`src/rtl/stq_pkg.sv`:
```
// Store-queue allocation controller shared types.
// Pointers carry one wrap bit above the entry index.
package stq_pkg;
  localparam int BUF_COUNT = 64;
  localparam int IDW = 6;

  typedef logic [IDW:0] ptr_t;
  typedef logic [IDW-1:0] idx_t;
  typedef logic [BUF_COUNT-1:0] vec_t;

  typedef struct packed {
    vec_t wrt0;
    vec_t wrt1;
    vec_t passe;
    vec_t free;
  } strb_t;

  function automatic vec_t onehot(input idx_t idx);
    vec_t v;
    v = '0;
    v[idx] = 1'b1;
    return v;
  endfunction

  // Bits strictly below idx set.
  function automatic vec_t therm(input idx_t idx);
    return onehot(idx) - vec_t'(1);
  endfunction
endpackage

```
`src/rtl/stq_range_mask.sv`:
```
// Wrap-aware mask of entries in [start_ptr, end_ptr).
// Equal indices with differing wrap bits select every entry.
module stq_range_mask
  import stq_pkg::*;
(
  input  logic [IDW:0]       start_ptr,
  input  logic [IDW:0]       end_ptr,
  output logic [BUF_COUNT-1:0] mask
);
  ptr_t len;
  vec_t span;
  logic wraps;

  always_comb begin
    len = end_ptr - start_ptr;
    span = therm(start_ptr[IDW-1:0]) ^ therm(end_ptr[IDW-1:0]);
    wraps = (len != '0) &&
            (end_ptr[IDW-1:0] <= start_ptr[IDW-1:0]);
    mask = wraps ? ~span : span;
  end
endmodule

```
`src/rtl/stq_alloc_ctl.sv`:
```
// Store-queue head/commit/tail pointer control with
// per-entry write, commit and release strobes.
module stq_alloc_ctl
  import stq_pkg::*;
(
  input  logic                 clk,
  input  logic                 rst,
  input  logic                 stallA,
  input  logic                 excpt,
  input  logic [1:0]           alloc_req,
  output logic                 alloc_gnt,
  output logic [IDW-1:0]       alloc_id0,
  output logic [IDW-1:0]       alloc_id1,
  input  logic                 agu0_vld,
  input  logic [IDW-1:0]       agu0_id,
  input  logic                 agu1_vld,
  input  logic [IDW-1:0]       agu1_id,
  output logic [BUF_COUNT-1:0] wrt0_en,
  output logic [BUF_COUNT-1:0] wrt1_en,
  input  logic [1:0]           cmt_cnt,
  output logic [BUF_COUNT-1:0] passe_en,
  output logic                 drain_vld,
  output logic [IDW-1:0]       drain_id,
  input  logic                 drain_ack,
  output logic [BUF_COUNT-1:0] free_en,
  output logic [IDW:0]         count,
  output logic                 full
);
  ptr_t head_q, head_d;
  ptr_t cmt_q, cmt_d;
  ptr_t tail_q, tail_d;
  strb_t strb_q, strb_d;

  ptr_t cnt;
  ptr_t space;
  logic drain_go;
  vec_t passe_mask;
  vec_t flush_mask;

  stq_range_mask u_passe (
    .start_ptr (cmt_q),
    .end_ptr   (cmt_d),
    .mask      (passe_mask)
  );

  // Flush runs from the post-commit pointer to the old tail.
  stq_range_mask u_flush (
    .start_ptr (cmt_d),
    .end_ptr   (tail_q),
    .mask      (flush_mask)
  );

  always_comb begin
    cnt = tail_q - head_q;
    space = ptr_t'(BUF_COUNT) - cnt;
    count = cnt;
    full = cnt[IDW];
    alloc_gnt = ~rst & (alloc_req != 2'd0) & ~stallA &
                ~excpt & (space >= ptr_t'(alloc_req));
    alloc_id0 = tail_q[IDW-1:0];
    alloc_id1 = tail_q[IDW-1:0] + idx_t'(1);
    drain_vld = head_q != cmt_q;
    drain_id = head_q[IDW-1:0];
    drain_go = drain_vld & drain_ack;
  end

  always_comb begin
    cmt_d = cmt_q + ptr_t'(cmt_cnt);
    head_d = head_q + ptr_t'(drain_go);
    tail_d = tail_q;
    unique case (1'b1)
      excpt:     tail_d = cmt_d;
      alloc_gnt: tail_d = tail_q + ptr_t'(alloc_req);
      default:   tail_d = tail_q;
    endcase
  end

  always_comb begin
    strb_d.wrt0 = (agu0_vld & ~excpt) ? onehot(agu0_id) : '0;
    strb_d.wrt1 = (agu1_vld & ~excpt) ? onehot(agu1_id) : '0;
    strb_d.passe = passe_mask;
    strb_d.free = (excpt ? flush_mask : '0) |
                  (drain_go ? onehot(head_q[IDW-1:0]) : '0);
  end

  always_ff @(posedge clk) begin
    if (rst) begin
      head_q <= '0;
      cmt_q <= '0;
      tail_q <= '0;
      strb_q <= '0;
    end else begin
      head_q <= head_d;
      cmt_q <= cmt_d;
      tail_q <= tail_d;
      strb_q <= strb_d;
    end
  end

  always_ff @(posedge clk) begin
    if (!rst) begin
      assert (ptr_t'(cmt_cnt) <= ptr_t'(tail_q - cmt_q));
    end
  end

  assign wrt0_en = strb_q.wrt0;
  assign wrt1_en = strb_q.wrt1;
  assign passe_en = strb_q.passe;
  assign free_en = strb_q.free;
endmodule

```
`config.mk`:
```
export PLATFORM = sky130hd
export DESIGN_NAME = stq_alloc_ctl
export DESIGN_NICKNAME = d
export VERILOG_FILES = /design/src/rtl/stq_pkg.sv /design/src/rtl/stq_range_mask.sv /design/src/rtl/stq_alloc_ctl.sv
export SDC_FILE = /design/constraint.sdc
export NUM_CORES = 1
export LEC_CHECK = 0
export CORE_AREA = 2 2 177 265
export DETAILED_ROUTE_END_ITERATION = 10
export DIE_AREA = 0 0 179 267
export MAX_ROUTING_LAYER = met4
export PLACE_DENSITY = 0.53
export SLEW_MARGIN = 20
export SYNTH_ARGS = -nofsm -noshare
export SYNTH_HDL_FRONTEND = slang
export SYNTH_HIERARCHICAL = 1
export SYNTH_SLANG_ARGS = --single-unit
```
`constraint.sdc`:
```
create_clock -name clk -period 5.6 [get_ports clk]
set_clock_uncertainty 0.05 [all_clocks]
set_input_delay 0.56 -clock clk [delete_from_list [all_inputs] [get_ports clk]]
set_output_delay 0.56 -clock clk [all_outputs]
set_load 0.01 [all_outputs]
```
**Word level (Yosys, flattened, before mapping)**

Cells that the tools add are included.

- Register bits: 277
- Word-level logic and storage cells: 82

- $lt $le $gt $ge: 15
- Muxes and demuxes: 17
- Bitwise logic cells: 17
- Equal/unequal tests: 1
- Add/sub/neg operators: 11
- Reductions and logical operators: 14

Operator list:

| cell | number |
|---|---|
| 64-bit two-way mux | 4 |
| 64-bit by 1-bit subtractor with 64-bit output, second input constant | 3 |
| 64-bit inverter | 2 |
| 64-bit XOR | 2 |
| 64-bit bitwise OR | 1 |
| 6-bit by 7-bit less-than comparator with 1-bit output, second input constant | 6 |
| 1-bit demux with 6-bit select | 6 |
| 6-bit by 1-bit >= comparator with 1-bit output, second input constant | 6 |
| 7-bit subtractor | 3 |
| 7-bit by 2-bit adder with 7-bit output | 2 |
| 7-bit one-hot mux with 2 select lines | 1 |
| 7-bit nonzero test | 2 |
| 6-bit <= comparator | 2 |
| 1-bit logical AND | 8 |
| 7-bit by 1-bit adder with 7-bit output | 1 |
| 1-bit AND | 7 |
| 7-bit by 2-bit >= comparator with 1-bit output | 1 |
| 7-bit != test | 1 |
| 7-bit subtractor, first input constant | 1 |
| 6-bit by 1-bit adder with 6-bit output, second input constant | 1 |
| 1-bit two-way mux | 6 |
| 1-bit inverter | 5 |
| 2-bit nonzero test | 2 |
| 2-bit OR reduction | 2 |

**Longest topological paths before layout**

Gate-level depths: netlist of the first run.

- Word-level depth: 11
- Depth in mapped cells: 19
- Depth with buffers taken out: 16

**Cells and area by module**

Netlist of the first run, hierarchy kept.

By module, submodules not included:

| module | times used | seq. area each (sq um) | area an instance (sq um) | cells each |
|---|---|---|---|---|
| stq_alloc_ctl | 1 | 5,545.3 | 9,160.0 | 918 |
| stq_range_mask (u_flush) | 1 | 0.0 | 3,300.7 | 513 |
| stq_range_mask (u_passe) | 1 | 0.0 | 3,284.4 | 494 |

**Least setup slack after synthesis of the first run**

Ideal clock, no wire load.

- Path type: input to register
- Start point: in cmt_cnt[0]
- End point: reg strb_q, in the netlist free_en[22]
- Arrival time: 4,283 ps
- Library setup time: 128 ps
- Setup slack: 1,139 ps
- Stages: 17
- Data required time: 5,422 ps
- Buffers on the path: 2
- Cell sequence: ha_1 > inv_1 > fa_1 > nand3b_1 > xnor2_1 > clkbuf_1 > inv_1 > ha_1 > or2_2 > a211o_1 > a21oi_1 > a31o_1 > buf_6 > clkinv_4 > xnor3_1 > a22oi_1 > nor2_1

- Word-level cells in the longest chain between the ends: 11

RTL lines:

| item | RTL line | RTL |
|---|---|---|
| start: declaration | stq_alloc_ctl.sv:20 | `input logic [1:0] cmt_cnt,` |
| 7-bit by 2-bit adder with 7-bit output * | stq_alloc_ctl.sv:68 | `cmt_d = cmt_q + ptr_t'(cmt_cnt);` |
| net cmt_d[4] | stq_alloc_ctl.sv:30 | `ptr_t cmt_q, cmt_d;` |
| 6-bit by 7-bit less-than comparator with 1-bit output (implied by the code) / 6-bit by 1-bit >= comparator with 1-bit output (equally long branches) | stq_pkg.sv:21 | `v[idx] = 1'b1;` |
| 1-bit logical AND (implied by the code) | stq_pkg.sv:21 |  |
| 1-bit two-way mux (implied by the code) | stq_pkg.sv:21 |  |
| 1-bit demux with 6-bit select | n/a |  |
| 64-bit by 1-bit subtractor with 64-bit output | stq_pkg.sv:27 | `return onehot(idx) - vec_t'(1);` |
| 64-bit XOR | stq_range_mask.sv:16 | `span = therm(start_ptr[IDW-1:0]) ^ therm(end_ptr[IDW-1:0]);` |
| 64-bit inverter | stq_range_mask.sv:19 | `mask = wraps ? ~span : span;` |
| 64-bit two-way mux * | stq_range_mask.sv:19 |  |
| net flush_mask[22] | stq_alloc_ctl.sv:38 | `vec_t flush_mask;` |
| 64-bit two-way mux * | stq_alloc_ctl.sv:82 | `strb_d.free = (excpt ? flush_mask : '0) \|` |
| 64-bit bitwise OR * | stq_alloc_ctl.sv:82 |  |
| end signal: assignment | stq_alloc_ctl.sv:96 | `strb_q <= strb_d;` |
| end: declaration | stq_alloc_ctl.sv:32 | `strb_t strb_q, strb_d;` |

Mark *: on every way through the listed nets, which the timed path passes. The rest lies on a longest branch.
A chain may end at the register's enable or synchronous reset.

**Worst setup path in the final report of the first run**

- Start point: reg head_q[1]
- End point: out alloc_gnt

- Word-level cells in the longest chain between the ends: 4

RTL lines:

| item | RTL line | RTL |
|---|---|---|
| start: declaration | stq_alloc_ctl.sv:29 | `ptr_t head_q, head_d;` |
| start signal: assignment | stq_alloc_ctl.sv:88 | `head_q <= '0;` |
| start signal: assignment | stq_alloc_ctl.sv:93 | `head_q <= head_d;` |
| 7-bit subtractor | stq_alloc_ctl.sv:54 | `cnt = tail_q - head_q;` |
| 7-bit subtractor | stq_alloc_ctl.sv:55 | `space = ptr_t'(BUF_COUNT) - cnt;` |
| 7-bit by 2-bit >= comparator with 1-bit output | stq_alloc_ctl.sv:59 | `~excpt & (space >= ptr_t'(alloc_req));` |
| 1-bit AND | stq_alloc_ctl.sv:59 |  |
| end: declaration | stq_alloc_ctl.sv:11 | `output logic alloc_gnt,` |

Every way passes these cells.

==> metrics.yaml, run 1 <==
finish:
  register_area_um2: 5550
  layout.cells.non_filler: 2763
  area_growth_pct: 27.9
  fillers: 4607
  multiInputGateArea_um2: 9400
  layout-drive-gt1-share_pct: 6.99
  utilization_pct: 44.2
  final_nets: 2208
  final_area_um2: 20100
floorplan:
  row_count: 96
  die_height_um: 267
  ios: 307
  die-width_um: 179
  coreArea_um2: 45500
  start_util_pct: 34.6
  dieArea_um2: 47800
synth:
  synth_top_area_share_pct: 35.2
  syn_nets: 1981
  yosysTopAreaCell: "dfxtp_1"
  async_flop_share_pct: 0
  synth-edff-count: 0
  synth_most_common_cell: "nor2_1"
  synth_area_leaders: "dfxtp_1 35%, xnor2_1 15%, nor2_1 7.6%, nand2_1 3.6%, xor2_1 3.4%"
  synth_cell_type_count: 95
  ys.flop_type: "dfxtp_1"
  yosysSeqAreaShare_pct: 35.2
  synth-seq-cells: 277
  syn_area_um2: 15700
  yosys_warnings: 6
  syn_avg_cell_area_um2: 8.18
  ys_top_cells_by_count: "317 x nor2_1, 277 x dfxtp_1, 271 x xnor2_1"
  synth_cells: 1925
global_route:
  grt_use_total_pct: 24.6
  grt_max_degree: 70
  overflow: 0
  antenna_found_initial: 1
  grt_pass1_vias: 14300
  grt_pass1_wl_mm: 87.5
timing:
  finalCritPeriodShare_pct: 95.4
  fin_hold_ws_ns: 0.386
  setup_slack_ns: 0.259
  finalHoldViolations: 0
  fin_crit_ns: 5.34
  max_freq_ghz: 0.187
  relSlewSlack_pct: 28.0
  rsz0062_at_grt: "no"
  finalSetupViolations: 0
  worstMarginPinSlew_ns: 1.07
  slew_viol_final: 0
  finalSetupTns_ns: 0
cts:
  cts_sinks: 277
  htree_levels: 1
  cts_buffers: 28
  cts_tree: "done"
  clockBufferDepth: 3
  cts_root_buf: "clkbuf_16"
  clkLatencyLatePin_ns: 0.58
  cts.reportedPaths.clkPinSlew_ns: 0.07
  ctsHoldBuffers: 0
  post_cts_resize_count: 0
  postCtsSetupBuffers: 0
power:
  clock_power_share_pct: 23.4
  p_leak_nw: 7.24
  pwr-share-seq_pct: 29.1
  p_sw_mw: 3.00
  power_frac_comb_pct: 47.4
  swShare_pct: 36.2
  p_total_mw: 8.29
  power.density_nw_per_um2: 411
  power.internal_mw: 5.28
  ir_drop_uv: 232
min_path:
  hold_depth: 2
  hp-start: "rst"
  holdCritPathClass: "input port to flop"
  min_to: "free_en[59]"
worst_setup_path:
  end_kind: "output pin"
  arrival_ns: 4.73
  r2r-end: "passe_en[4]"
  start_kind: "flop"
  crit_chain: "inv_1 > fa_1 > inv_1 > ha_1 > ha_1 > a21oi_1 > nand3_1 > or3_2 > a221oi_4 > nor2_1 > clkdlybuf4s50_1"
  path_depth: 11
  reg2reg_depth: 14
  crit_fanout: 15
  cp-startpoint: "head_q[1]"
  slowest_stage: "a221oi_4"
  reg2reg_slack_ns: 0.81
  worstSetupPathType: "flop to output pin"
  cp.buffers_inverters: 3
  critical_path_required_ns: 4.99
  slowest_delay_ns: 0.67
  worstReg2RegStart: "cmt_q[1]"
  crit_family: "adder cells"
route:
  drtIter0Drc: 947
  drc: 0
  first_pass_iters: 6
  routed_wl_mm: 58.8
  via_per_inst: 5.22
  vias: 14400
  wl_per_cell_um: 21.3
  ant_nets: 0
flow_run:
  maxCapViolations: 0
place:
  placed_cell_area_um2: 19200
  dp.cells: 2710
  place_ws_ns: 0.475
  place.gp.congestion: 0.967
  hpwl_mm: 43.8
  numPortBuffers: 306
outcome:
  status: "completed"
==> flip-flops by register name, indices dropped and copies added (netlist names) <==
signal    flops
free_en      64
wrt1_en      64
passe_en     64
cmt_q         7
tail_q        7
head_q        7
wrt0_en      64
==> cell usage in the layout, fill, tap and decap left out, types with 10 or more instances in the layout <==
cell type	instances
a21oi_1	72
a22oi_1	59
a31oi_1	12
and3_1	15
buf_4	36
clkbuf_16	28
clkdlybuf4s50_1	304
dfxtp_1	277
ha_1	30
inv_1	35
nand2_1	153
nand2b_1	13
nand3_1	40
nand3b_1	11
nand4_1	12
nor2_1	317
nor2b_1	83
nor3_1	43
o21ai_0	73
o21ai_1	10
xnor2_1	268
xor2_1	61
==> kinds of logic after synthesis <==
| family | Yosys count | synth area share (%) |
|---|---|---|
| simple gates | 778 | 23.6 |
| xor+xnor | 339 | 19.4 |
| compound gates | 307 | 13.1 |
| flops | 277 | 35.2 |
| buf+inv | 187 | 5.62 |
| fa+ha+maj | 33 | 2.77 |
| mux | 4 | 0.254 |
==> layout make-up <==
class / count / area share [%]
flip-flops and latches: 277 / 27.5
clock buffers: 38 / 3.86
clock inverters: 14 / 0.901
diodes: 1 / 0.0124
repair buffers: 342 / 16.6
multi-input cells: 1461 / 46.6
well taps: 588 / 3.65
inverters: 42 / 0.820
==> metal layers <==
metal / part of all wire, % / track usage (%) / routed length [um]
met3: 5.2 / 2.55 / 3070
met1: 38 / 27.0 / 22200
met4: 6.6 / 14.5 / 3890
met2: 50 / 42.7 / 29600
met5: 0 / - / 0
==> power by group through the flow <==
| stage | combinational (mW) | sequential (mW) | clock [mW] |
|---|---|---|---|
| final | 3.93 | 2.41 | 1.94 |
| after global routing | 4.26 | 2.44 | 2.08 |
| after CTS | 3.95 | 2.42 | 2.00 |
| after detailed placement | 3.92 | 2.47 | 0 |
| after global placement | 3.91 | 2.47 | 0 |
| after floorplan | 2.52 | 2.59 | 0 |
==> worst max-delay path by stage <==
| stage | end |
|---|---|
| 4_1_cts | alloc_gnt |
| 5_1_grt | alloc_gnt |
| 3_5_place_dp | passe_en[4] |
| 6_report | alloc_gnt |
| 3_3_place_gp | passe_en[4] |
| 2_1_floorplan | free_en[22] |
Note: power is estimated with default switching activity, not from simulation.
==> run 2, diff against run 1 <==
--- a/config.mk
+++ b/config.mk
@@ -10,8 +10,10 @@
 export DIE_AREA = 0 0 179 267
 export MAX_ROUTING_LAYER = met4
 export PLACE_DENSITY = 0.53
+export REMOVE_ABC_BUFFERS = 1
 export SLEW_MARGIN = 20
 export SYNTH_ARGS = -nofsm -noshare
 export SYNTH_HDL_FRONTEND = slang
 export SYNTH_HIERARCHICAL = 1
 export SYNTH_SLANG_ARGS = --single-unit
+export TNS_END_PERCENT = 10
==> run 2 against run 1 <==
  * Register-to-register slack improved by 0.12 ns
  * Clock-buffer cell count decreased by 1
  * Worst hold slack improved by 0.076 ns
  * First-iteration DRC count increased by 9.1%
  * Core utilization increased by 0.17 points
  * Die area unchanged
  * Largest power group unchanged
  * Highest routed layer unchanged
  * Sequential share of layout area decreased by 0.093 points
==> metrics.yaml, run 2 (same netlist as run 1, synthesis figures left out) <==
power:
  power.density_nw_per_um2: 416  # +1.1%
  power.internal_mw: 5.41  # +2.4%
  swShare_pct: 35.7  # -0.57 points
  p_sw_mw: 3.00  # -0.14%
  ir_drop_uv: 238  # +2.6%
  p_total_mw: 8.41  # +1.5%
  p_leak_nw: 7.30  # +0.76%
  clock_power_share_pct: 23.7  # +0.3 points
  pwr-share-seq_pct: 28.8  # -0.3 points
  power_frac_comb_pct: 47.5  # about the same
floorplan:
  coreArea_um2: 45500  # unchanged
  die-width_um: 179  # unchanged
  start_util_pct: 34.6  # unchanged
  die_height_um: 267  # unchanged
  ios: 307  # unchanged
  dieArea_um2: 47800  # unchanged
  row_count: 96  # unchanged
worst_setup_path:
  reg2reg_slack_ns: 0.93  # +0.12 ns
  start_kind: "flop"
  slowest_delay_ns: 0.62  # -0.05 ns
  critical_path_required_ns: 4.99  # about the same
  crit_chain: "inv_1 > fa_1 > inv_1 > ha_1 > ha_1 > a21oi_1 > nand3_1 > or3_2 > a221oi_4 > buf_4 > nor2_1 > clkdlybuf4s50_1"
  arrival_ns: 4.53  # -0.20 ns
  r2r-end: "free_en[41]"
  end_kind: "output pin"
  slowest_stage: "fa_1"
  worstReg2RegStart: "cmt_q[1]"
  worstSetupPathType: "flop to output pin"
  reg2reg_depth: 16  # +2
  crit_fanout: 15  # unchanged
route:
  vias: 14600  # +0.96%
  wl_per_cell_um: 21.8  # +2.5%
  ant_nets: 0  # unchanged
  drc: 0  # unchanged
  drtIter0Drc: 1033  # +9.1%
  via_per_inst: 5.26  # +0.81%
  routed_wl_mm: 60.3  # +2.7%
  first_pass_iters: 5  # -1
finish:
  fillers: 4592  # -0.33%
  final_nets: 2215  # +0.32%
  layout.cells.non_filler: 2767  # +0.14%
  final_common_cell: "nor2_1"
  layout-drive-gt1-share_pct: 7.48  # +0.49 points
  utilization_pct: 44.4  # +0.17 points
  final_cell_mix: "317 x nor2_1, 304 x clkdlybuf4s50_1, 275 x dfxtp_1"
  area_growth_pct: 28.4
cts:
  cts_sinks: 277  # unchanged
  clockBufferDepth: 3  # unchanged
  postCtsSetupBuffers: 0  # unchanged
  cts_buffers: 28  # unchanged
  cts_tree: "done"
  ctsHoldBuffers: 0  # unchanged
  clkLatencyLatePin_ns: 0.56  # -0.02 ns
  cts_root_buf: "clkbuf_16"
  cts.reportedPaths.clkPinSlew_ns: 0.06  # about the same
  htree_levels: 1  # unchanged
global_route:
  antenna_found_initial: 1  # unchanged
  grt_pass1_vias: 14600  # +1.7%
  grt_max_degree: 62  # -11%
  overflow: 0  # unchanged
  grt_use_total_pct: 25.2  # +0.63 points
  grt_pass1_wl_mm: 89.7  # +2.5%
timing:
  finalHoldViolations: 0  # unchanged
  finalCritPeriodShare_pct: 91.8  # -3.6 points
  relSlewSlack_pct: 25.1  # -2.9 points
  slew_viol_final: 0  # unchanged
  worstMarginPinSlew_ns: 1.12  # +0.0436 ns
  rsz0062_at_grt: "no"
  max_freq_ghz: 0.195  # +3.9%
  fin_crit_ns: 5.14  # -0.201 ns
  finalSetupViolations: 0  # unchanged
  finalSetupTns_ns: 0  # unchanged
place:
  numPortBuffers: 306  # unchanged
  dp.cells: 2717  # +0.26%
  place.gp.congestion: 1.01  # +3.9%
  hpwl_mm: 44.4  # +1.2%
min_path:
  hold_depth: 2  # unchanged
  holdCritPathClass: "input port to flop"
  min_to: "head_q[3]"
  hp-start: "rst"
outcome:
  status: "completed"
flow_run:
  maxCapViolations: 0  # unchanged
==> run 2: cell types whose count changed in the layout (fill, tap and decap cells not counted), sizes merged <==
| cell | before | now |
|---|---|---|
| clkbuf | 38 | 37 |
| inv | 44 | 41 |
| clkinvlp | 2 | 1 |
| clkinv | 8 | 9 |
| buf | 38 | 45 |
| bufinv | 2 | 3 |
==> run 2: critical path: cells and delay by family (launching register included) <==
family | cells | cell delay (ns)
adders and majority gates | 3 | 1.18
AOI/OAI and AO/OA | 2 | 0.54
buffers and inverters | 4 | 1.04
and+or+nand+nor | 3 | 0.67
DFF | 1 | 0.53
==> run 2: power by group through the flow <==
stage               clock network, mW  logic (mW)  registers (mW)
global placement                    0        3.99            2.47
CTS                              2.05        4.02            2.43
floorplan                           0        2.30            2.61
global route                     2.12        4.31            2.46
finish                           1.99        4.00            2.42
detailed placement                  0        3.99            2.47
==> run 2: cell type report <==
type                       count  area [um2]  area share, %
antenna                        1        2.50         0.0124
clock buffer                  37         826           4.08
clock inverter                12         156          0.773
inverter                      42         165          0.817
multi-input combinational   1461        9400           46.5
sequential                   277        5550           27.4
tap                          588         736           3.64
timing repair buffer         349        3390           16.8
==> run 2: through the flow <==
stage / area, um2 / worst slack, ns / hold slack, ns
after floorplan: 15000 / -2.19 / 0.439
after global placement: 19200 / 0.634 / 0.469
after detailed placement: 19200 / 0.574 / 0.477
after CTS: 20200 / 0.228 / 0.449
after global routing: 20200 / 0.157 / 0.479
final: 20200 / 0.460 / 0.462
==> run 2: worst max-delay path by stage <==
stage / cells past startpoint / start / slack (ns) / end
floorplan: 15 / cmt_cnt[1] / -2.19 / free_en[22]
global placement: 17 / cmt_cnt[0] / 0.63 / passe_en[10]
detailed placement: 17 / cmt_cnt[1] / 0.57 / free_en[41]
CTS: 13 / head_q[0] / 0.23 / alloc_gnt
global route: 12 / head_q[1] / 0.16 / alloc_gnt
finish: 12 / head_q[1] / 0.46 / alloc_gnt
==> run 2: routing by layer <==
metal	global-route usage, %	routed length (um)
met5	-	0
met4	14.0	3890
met3	3.19	3460
met2	43.8	29700
met1	27.6	23200
==> run 2: what timing repair did <==
action,4_1_cts,5_1_grt
gates resized for setup,0,1
endpoints found under the setup margin,0,1
endpoints found under the hold margin,0,0
==> run 3, diff against run 2 <==
--- a/config.mk
+++ b/config.mk
@@ -6,6 +6,7 @@
 export NUM_CORES = 1
 export LEC_CHECK = 0
 export CORE_AREA = 2 2 177 265
+export CTS_BUF_LIST = sky130_fd_sc_hd__clkbuf_8
 export DETAILED_ROUTE_END_ITERATION = 10
 export DIE_AREA = 0 0 179 267
 export MAX_ROUTING_LAYER = met4
==> run 3 against run 2 <==
  * Die area unchanged
  * Clock power about the same
  * Non-clock buffer count unchanged
  * Routed wire length up 0.12%
  * First-iteration DRC count unchanged
  * Core utilization up 0.080 points
  * Combinational power about the same
  * Largest cell class unchanged
  * Fmax about the same
  * Critical endpoint unchanged
  * Final cell count up 1.2%
  * Worst setup slack worse by 0.0042 ns
  * Clock-buffer cell count up 16
==> metrics.yaml, run 3 (same netlist as run 1, synthesis figures left out) <==
outcome:
  status: "completed"
global_route:
  grt_use_total_pct: 25.3  # +0.11 points
  grt_max_degree: 62  # unchanged
  grt_pass1_vias: 14700  # +0.89%
  grt_pass1_wl_mm: 89.8  # +0.10%
  overflow: 0  # unchanged
  antenna_found_initial: 2  # +1
floorplan:
  ios: 307  # unchanged
  start_util_pct: 34.6  # unchanged
  die_height_um: 267  # unchanged
  row_count: 96  # unchanged
  coreArea_um2: 45500  # unchanged
  die-width_um: 179  # unchanged
  dieArea_um2: 47800  # unchanged
cts:
  cts_tree: "done"
  cts.reportedPaths.clkPinSlew_ns: 0.06  # about the same
  cts_root_buf: "clkbuf_8"
  htree_levels: 2  # +1
  cts_buffers: 45  # +61%
  cts_sinks: 277  # unchanged
  clockBufferDepth: 3  # unchanged
  postCtsSetupBuffers: 0  # unchanged
  clkLatencyLatePin_ns: 0.57  # about the same
route:
  route.met2.wl_mm: 29.8  # +0.29%
  vias: 14700  # +0.64%
  top_layer_used: "met4"
  drtIter0Drc: 1033  # unchanged
  first_pass_iters: 5  # unchanged
  ant_nets: 0  # unchanged
  drc: 0  # unchanged
  routed_wl_mm: 60.4  # +0.12%
  via_per_inst: 5.24  # -0.51%
  wl_met3_mm: 3.84  # +11%
  wl_met1_mm: 22.9  # -1.6%
  wl_per_cell_um: 21.6  # -1.0%
finish:
  fillers: 4603  # +0.24%
  final_nets: 2232  # +0.77%
  register_area_um2: 5550  # unchanged
  layout.cells.non_filler: 2799  # +1.2%
  multiInputGateArea_um2: 9400  # unchanged
  layout-drive-gt1-share_pct: 8.42  # +0.94 points
  final_area_um2: 20300  # +0.18%
  final_common_cell: "nor2_1"
  final_cell_mix: "317 x nor2_1, 304 x clkdlybuf4s50_1, 275 x dfxtp_1"
  area_growth_pct: 28.7
worst_setup_path:
  reg2reg_slack_ns: 0.91  # -0.02 ns
  slowest_stage: "fa_1"
  crit_top_cell: "ha_1"
  crit_chain: "ha_1 > inv_1 > fa_1 > inv_1 > ha_1 > ha_1 > a21oi_1 > nand3_1 > or3_2 > a221oi_4 > buf_4 > nor2_1 > clkdlybuf4s50_1"
  critical_path_required_ns: 4.99  # about the same
  end_kind: "output pin"
  arrival_ns: 4.53  # about the same
  worstSetupPathType: "flop to output pin"
  crit_fanout: 15  # unchanged
  slowest_delay_ns: 0.55  # -0.07 ns
  start_kind: "flop"
timing:
  max_freq_ghz: 0.194  # about the same
  finalCritPeriodShare_pct: 91.9  # about the same
  finalHoldViolations: 0  # unchanged
  relSlewSlack_pct: 26.7  # +1.6 points
  rsz0062_at_grt: "no"
  finalSetupViolations: 0  # unchanged
  slew_viol_final: 0  # unchanged
  setup_slack_ns: 0.456  # -0.00425 ns
  worstMarginPinSlew_ns: 1.09  # -0.0244 ns
  fin_hold_ws_ns: 0.449  # -0.0126 ns
  fin_crit_ns: 5.14  # +0.00425 ns
min_path:
  holdCritPathClass: "input port to flop"
power:
  power.density_nw_per_um2: 415  # -0.30%
  p_leak_nw: 7.37  # +0.96%
  ir_drop_uv: 177  # -26%
  p_total_mw: 8.40  # -0.13%
place:
  hpwl_mm: 44.4  # unchanged
  placed_cell_area_um2: 19200  # unchanged
  place_ws_ns: 0.574  # unchanged
  dp.cells: 2717  # unchanged
  place.gp.congestion: 1.01  # unchanged
  numPortBuffers: 306  # unchanged
flow_run:
  maxCapViolations: 0  # unchanged
-- run 3: metal layers --
layer	track usage (%)	up-vias
met1	27.3	6871
li1	-	6899
met2	43.9	691
met3	3.79	199
met4	14.5	0
met5	-	-
-- run 3: layout make-up --
| cell class | instances | area share, % |
|---|---|---|
| Sequential cell | 277 | 27.4 |
| Multi-Input combinational cell | 1461 | 46.4 |
| Timing Repair Buffer | 349 | 16.7 |
| Inverter | 42 | 0.815 |
| Clock buffer | 53 | 3.60 |
| Clock inverter | 27 | 1.41 |
| Tap cell | 588 | 3.63 |
| Antenna cell | 2 | 0.0247 |
-- run 3: worst paths after layout --
path              cells past startpoint      start     endpoint
hold / removal                        2        rst    head_q[3]
setup reg to reg                     16   cmt_q[1]  free_en[41]
setup / recovery                     13  head_q[0]    alloc_gnt
hold reg to reg                       2  head_q[6]    head_q[6]
-- run 3: where the power goes --
group	leakage, nW	total [mW]	internal [mW]	switching, mW
logic	4.55	3.98	1.94	2.04
clock network	0.554	1.99	1.14	0.845
registers	2.26	2.43	2.29	0.131
-- run 3: timing repair --
item                       CTS  global route
resized for setup            0             1
hold buffers                 0             0
hold endpoints to repair     0             0
setup endpoints to repair    0             1
-- run 3: worst max-delay path: cells and delay by family, from the launching register on --
family                     cells  cell delay (ns)
AOI/OAI and AO/OA              2             0.54
adders and majority gates      4             1.34
buffers and inverters          4             0.89
DFF                            1             0.51
and+or+nand+nor                3             0.67
-- run 3: stage by stage --
step | utilization, % | TNS, ns
floorplan | - | -172.49
global placement | 42.2 | 0
detailed placement | 42.3 | 0
CTS | 44.5 | 0
global route | 44.5 | 0
finish | 44.5 | 0
